File: config.mk
export PLATFORM = sky130hd
export DESIGN_NAME = imem_arbiter_flat
export DESIGN_NICKNAME = d
export VERILOG_FILES = /design/src/rtl/imem_arbiter_if.sv /design/src/rtl/imem_arbiter.sv /design/src/flat_wrapper.sv
export SDC_FILE = /design/constraint.sdc
export NUM_CORES = 1
export LEC_CHECK = 0
export CORE_ASPECT_RATIO = 1.5
export CORE_MARGIN = 1
export CORE_UTILIZATION = 30
export CTS_CLUSTER_SIZE = 8
export DETAILED_ROUTE_END_ITERATION = 8
export PLACE_DENSITY = 0.72
export SLEW_MARGIN = 0
export SYNTH_ARGS = -nofsm -noshare
export SYNTH_HDL_FRONTEND = slang
export SYNTH_SLANG_ARGS = --single-unit
File: constraint.sdc
create_clock -name clk -period 2.65 [get_ports clk]
set_input_delay 0.53 -clock clk [delete_from_list [all_inputs] [get_ports clk]]
set_output_delay 0.53 -clock clk [all_outputs]
set_load 0.05 [all_outputs]
File: src/rtl/imem_arbiter_if.sv
// Bundle of the two requester ports and the ROM port around imem_arbiter.
// slave = arbiter side, master = requesters plus ROM (the environment).
interface imem_arbiter_if #(
  parameter int AW = 30,
  parameter int DW = 32
);
  logic          if_req;
  logic [AW-1:0] if_addr;
  logic          if_gnt;
  logic          if_rvalid;
  logic [DW-1:0] if_rdata;
  logic          d_req;
  logic [AW-1:0] d_addr;
  logic          d_gnt;
  logic          d_rvalid;
  logic [DW-1:0] d_rdata;
  logic [AW-1:0] rom_addr;
  logic [DW-1:0] rom_inst;

  // Handshake: a request (req + addr) is held stable until gnt is seen high in
  // the same cycle; req && gnt is the transfer. Exactly one cycle later the
  // owner sees rvalid with rdata, and must take it then (no backpressure).
  modport slave (
    input  if_req, if_addr, d_req, d_addr, rom_inst,
    output if_gnt, if_rvalid, if_rdata, d_gnt, d_rvalid, d_rdata, rom_addr
  );

  modport master (
    output if_req, if_addr, d_req, d_addr, rom_inst,
    input  if_gnt, if_rvalid, if_rdata, d_gnt, d_rvalid, d_rdata, rom_addr
  );
endinterface

File: src/rtl/imem_arbiter.sv
// Per-cycle arbiter sharing the synchronous-read instruction ROM between fetch (IF) and data (D).
// Optional IMEM_ARB_STATS_EN adds a saturating conflict_cnt output.
module imem_arbiter #(
  parameter int AW       = 30,
  parameter int DW       = 32,
  parameter int MAX_WAIT = 4
) (
  input  logic       clk,
  input  logic       rst,
  imem_arbiter_if.slave bus,
  output logic [1:0] dbg_resp_owner,
  output logic [7:0] dbg_starve_cnt
`ifdef IMEM_ARB_STATS_EN
  ,
  output logic [15:0] conflict_cnt
`endif
);

  localparam logic [1:0] OWN_NONE = 2'd0;
  localparam logic [1:0] OWN_IF   = 2'd1;
  localparam logic [1:0] OWN_D    = 2'd2;
  localparam logic [7:0] MAX_WAIT_C = 8'(MAX_WAIT);

  logic [1:0]    resp_owner_q, resp_owner_d;
  logic [7:0]    starve_cnt_q, starve_cnt_d;
  logic [AW-1:0] addr_hold_q, addr_hold_d;
  logic [AW-1:0] rom_addr_w;
  logic          promote, if_win, d_win;

  // D has priority unless fetch has waited MAX_WAIT consecutive cycles.
  always_comb begin
    promote = (starve_cnt_q == MAX_WAIT_C);
    if_win  = 1'b0;
    d_win   = 1'b0;
    if (!rst) begin
      if (bus.d_req && !(bus.if_req && promote)) d_win = 1'b1;
      else if (bus.if_req)                        if_win = 1'b1;
    end
  end

  always_comb begin
    rom_addr_w = addr_hold_q;
    if (rst)         rom_addr_w = '0;
    else if (if_win) rom_addr_w = bus.if_addr;
    else if (d_win)  rom_addr_w = bus.d_addr;
  end

  always_comb begin
    addr_hold_d  = rom_addr_w;
    resp_owner_d = OWN_NONE;
    if (if_win)     resp_owner_d = OWN_IF;
    else if (d_win) resp_owner_d = OWN_D;
    starve_cnt_d = 8'd0;
    if (bus.if_req && !if_win)
      starve_cnt_d = promote ? starve_cnt_q : 8'(starve_cnt_q + 8'd1);
  end

  always_ff @(posedge clk) begin
    if (rst) begin
      resp_owner_q <= OWN_NONE;
      starve_cnt_q <= 8'd0;
      addr_hold_q  <= '0;
    end else begin
      resp_owner_q <= resp_owner_d;
      starve_cnt_q <= starve_cnt_d;
      addr_hold_q  <= addr_hold_d;
    end
  end

  // rst also masks a response already in flight so no pulse leaks out.
  assign bus.if_gnt    = if_win;
  assign bus.d_gnt     = d_win;
  assign bus.rom_addr  = rom_addr_w;
  assign bus.if_rvalid = !rst && (resp_owner_q == OWN_IF);
  assign bus.d_rvalid  = !rst && (resp_owner_q == OWN_D);
  assign bus.if_rdata  = bus.if_rvalid ? bus.rom_inst : '0;
  assign bus.d_rdata   = bus.d_rvalid  ? bus.rom_inst : '0;

  assign dbg_resp_owner = resp_owner_q;
  assign dbg_starve_cnt = starve_cnt_q;

`ifdef IMEM_ARB_STATS_EN
  logic [15:0] conflict_cnt_q, conflict_cnt_d;

  always_comb begin
    conflict_cnt_d = conflict_cnt_q;
    if (bus.if_req && bus.d_req && (conflict_cnt_q != 16'hFFFF))
      conflict_cnt_d = conflict_cnt_q + 16'd1;
  end

  always_ff @(posedge clk) begin
    if (rst) conflict_cnt_q <= 16'd0;
    else     conflict_cnt_q <= conflict_cnt_d;
  end

  assign conflict_cnt = conflict_cnt_q;
`endif

endmodule
File: src/flat_wrapper.sv
// flat-port wrapper written by rule: the top's interface ports become plain ports
module imem_arbiter_flat 
#(
  parameter int AW       = 30,
  parameter int DW       = 32,
  parameter int MAX_WAIT = 4
)
  (clk, rst, dbg_resp_owner, dbg_starve_cnt, bus_if_req, bus_if_addr, bus_d_req, bus_d_addr, bus_rom_inst, bus_if_gnt, bus_if_rvalid, bus_if_rdata, bus_d_gnt, bus_d_rvalid, bus_d_rdata, bus_rom_addr);
  imem_arbiter_if #(.AW(AW), .DW(DW)) bus_i ();
  input  logic clk;
  input  logic rst;
  output logic [1:0] dbg_resp_owner;
  output logic [7:0] dbg_starve_cnt;
  input wire logic [$bits(bus_i.if_req)-1:0] bus_if_req;
  input wire logic [$bits(bus_i.if_addr)-1:0] bus_if_addr;
  input wire logic [$bits(bus_i.d_req)-1:0] bus_d_req;
  input wire logic [$bits(bus_i.d_addr)-1:0] bus_d_addr;
  input wire logic [$bits(bus_i.rom_inst)-1:0] bus_rom_inst;
  output wire logic [$bits(bus_i.if_gnt)-1:0] bus_if_gnt;
  output wire logic [$bits(bus_i.if_rvalid)-1:0] bus_if_rvalid;
  output wire logic [$bits(bus_i.if_rdata)-1:0] bus_if_rdata;
  output wire logic [$bits(bus_i.d_gnt)-1:0] bus_d_gnt;
  output wire logic [$bits(bus_i.d_rvalid)-1:0] bus_d_rvalid;
  output wire logic [$bits(bus_i.d_rdata)-1:0] bus_d_rdata;
  output wire logic [$bits(bus_i.rom_addr)-1:0] bus_rom_addr;
  assign bus_i.if_req = bus_if_req;
  assign bus_i.if_addr = bus_if_addr;
  assign bus_i.d_req = bus_d_req;
  assign bus_i.d_addr = bus_d_addr;
  assign bus_i.rom_inst = bus_rom_inst;
  assign bus_if_gnt = bus_i.if_gnt;
  assign bus_if_rvalid = bus_i.if_rvalid;
  assign bus_if_rdata = bus_i.if_rdata;
  assign bus_d_gnt = bus_i.d_gnt;
  assign bus_d_rvalid = bus_i.d_rvalid;
  assign bus_d_rdata = bus_i.d_rdata;
  assign bus_rom_addr = bus_i.rom_addr;
  imem_arbiter #(.AW(AW), .DW(DW), .MAX_WAIT(MAX_WAIT)) u_core (.clk(clk), .rst(rst), .bus(bus_i), .dbg_resp_owner(dbg_resp_owner), .dbg_starve_cnt(dbg_starve_cnt));
endmodule
==> reports/summary.txt <==
CP max stage delay - 0.36 ns
Placed Area - 5963 µm²
Rows - 42
Synthesized area per cell - 8.319 µm²
Sequential share of the synthesized area - 28.65%
# placed instances - 631
Height of the die - 120.2 µm
Gate Count Post-Synth - 336
Crit-path slowest cell - dfxtp_4
Setup violators final - 0
Critical Path AT - 2.05 ns
Routed Antenna Nets - 0
Status - complete, no violations
First-pass GRT wire length - 16.87 mm
Lkg Pwr - 2.420 nW
Worst Skew - 0.003578 ns
DRC Markers - 0
Endpoint type of the worst setup path - primary output
Hold buffer count at cts - 0
Grt total ovfl - 0
Worst path cell trace - inv_2, ha_4, nor4bb_4, buf_4, a21bo_4, buf_6, a211oi_4, buf_6
Port bufs - 203
Root buffer cell - clkbuf_16
Final Hold Viols - 0
Initial antenna violation count - 3
Post-route cell area - 6291 µm²
1st-iter DRT viols - 85
Worst vdd ir - 325.5 µV
Min cycle time layout - 2.578 ns
Class of the worst hold path - reg2reg
Wirelength per Cell - 17.12 µm
F_max - 387.9 MHz
Worst Path Required - 2.12 ns
Worst Tran Pin Value - 0.5847 ns
Htree depth - 2
Reg clk slew, reported paths - 0.06 ns
PwrDens - 335.7 nW/µm²
Critical path type - reg2out
Vias - 3276
Clock tree buffer depth - 2
Die Width - 80.82 µm
Initial Utilization - 31.29%
Final Power - 2.112 mW
Post-Syn Area - 2795 µm²
Post-synthesis register bit count - 40
DIE AREA - 9716 µm²
Vias/cell - 5.079
WL final - 11.04 mm
Filler Cells Inserted - 681
Final GP Congestion - 0.8264
Area added between synthesis and finish - 125.1%
Layout cell share with drive strength beyond 1 - 31.84%
CTS tree - yes
DR pass1 iterations - 4
Synth warn - 0
Period Utilization, post-route - 97.27%
Cell Count, Final, Fillers Out - 645
Commonest cells after routing, fill and taps aside - clkdlybuf4s50_1 (103), buf_12 (73), and2_1 (64)
Clock Latency Late Sink - 0.28 ns
TritonCTS Sinks - 40
Worst R2R Setup Slack - 0.87 ns
Max transition margin - 60.89%
Setup TNS - 0 ns
Net Count, Synth - 434
Peak fanout along the critical path - 7
HPWL after detailed placement - 8.735 mm
CP dominant cell by count - buf_6
Final count of pins violating max slew - 0
Max-cap viol count - 0
IO Pins - 204
Total Routing Usage GR - 22.90%
CTS buffer count - 5
Unrepaired setup endpoints after global routing - no
Largest net degree at the start of global routing - 57
Post-layout nets - 633
Vias in the first global route - 3302
Worst setup SP type - flip-flop
Distinct cells, synth - 30
Core area - 8934 µm²
Commonest non-fill, non-tap cell in the layout - clkdlybuf4s50_1
==> cells in the mapped netlist <==
library cell	count	share of area (%)
buf_6	7	2.8
buf_2	9	1.6
nor2_1	4	0.54
nor4b_4	1	0.85
nand4_1	1	0.22
o21ai_0	3	0.54
a21oi_1	38	6.8
nand3b_1	1	0.27
clkbuf_1	16	2.1
a31o_2	1	0.31
inv_1	3	0.40
nand2_1	3	0.40
a211o_1	1	0.31
and2_1	64	14
nand3_1	5	0.90
nor2b_1	1	0.22
or3_1	3	0.67
clkbuf_2	1	0.18
xnor2_1	1	0.31
buf_4	3	0.81
a21bo_1	1	0.36
xor2_1	1	0.31
a211oi_1	60	16
dfxtp_1	40	29
nor3b_1	2	0.54
mux2i_1	30	11
ha_1	2	0.90
nor4_1	1	0.22
nor4bb_1	1	0.36
nand2b_1	32	7.2
==> path summary, 6_finish.rpt <==
check,start,end,cells after the start
max,u_core.dbg_starve_cnt[1]$_SDFFE_PP0P_,bus_rom_addr[12],8
min,u_core.dbg_starve_cnt[0]$_SDFFE_PP0P_,u_core.dbg_starve_cnt[0]$_SDFFE_PP0P_,2
max reg2reg,u_core.dbg_starve_cnt[4]$_SDFFE_PP0P_,u_core.addr_hold_q[16]$_SDFF_PP0_,5
min reg2reg,u_core.dbg_starve_cnt[0]$_SDFFE_PP0P_,u_core.dbg_starve_cnt[0]$_SDFFE_PP0P_,2
==> layer usage <==
metal / global-route usage (%) / wire length, µm
met2: 39.86 / 5488
met3: 11.70 / 1444
met5: 0 / 28
met4: 7.589 / 271
met1: 22.98 / 3807
==> layout make-up <==
| type | instances | area (µm²) | share of cell area [%] |
|---|---|---|---|
| multi-input cells | 257 | 2191 | 34.82 |
| flip-flops and latches | 40 | 808.3 | 12.85 |
| inverters | 3 | 11.26 | 0.1790 |
| well taps | 110 | 137.6 | 2.188 |
| diodes | 1 | 2.502 | 0.03978 |
| repair buffers | 228 | 3012 | 47.87 |
| clock buffers | 6 | 128.9 | 2.049 |
==> through the flow <==
stage          utilization (%)  setup WS (ns)  hold slack, ns
3_3_place_gp             66.75         0.1387          0.4481
5_1_grt                  70.39       0.002010          0.5764
6_report                 70.42        0.07221          0.5531
3_5_place_dp             66.75         0.1358          0.4544
4_1_cts                  69.82        0.01628          0.5541
2_1_floorplan                -        0.04954          0.5307
==> power by group <==
part           switching (mW)  internal (mW)  leakage [nW]  total [mW]
sequential             0.0108          0.637         0.333       0.648
combinational           0.478          0.421          2.02       0.899
clock                   0.227          0.339        0.0628       0.565
==> registers in the layout (all words and copies together), names as in the netlist <==
| signal | count |
|---|---|
| u_core.addr_hold_q | 30 |
| u_core.dbg_resp_owner | 2 |
| u_core.dbg_starve_cnt | 8 |
==> cells by family after synthesis <==
kind of cell	Yosys count	share of synthesized area (%)
simple gates	119	26.68
compound gates	104	24.44
flops	40	28.65
buf+inv	39	7.968
mux	30	10.74
xor+xnor	2	0.6268
fa+ha+maj	2	0.8951
==> worst max-delay path, delay by kind of cell, from the launching register on <==
family                     cells  cell delay (ns)
DFF                            1             0.36
AOI/OAI and AO/OA              2             0.53
buffers and inverters          4             0.56
and+or+nand+nor                1             0.15
adders and majority gates      1             0.16
==> timing repair <==
| item | CTS | global route |
|---|---|---|
| setup endpoints to repair | 30 | 29 |
| gates cloned | 2 | 0 |
| setup buffers | 2 | 4 |
| resized for setup | 20 | 7 |
| pin swaps | 2 | 3 |
No activity file was read; power rests on OpenSTA's default activity.
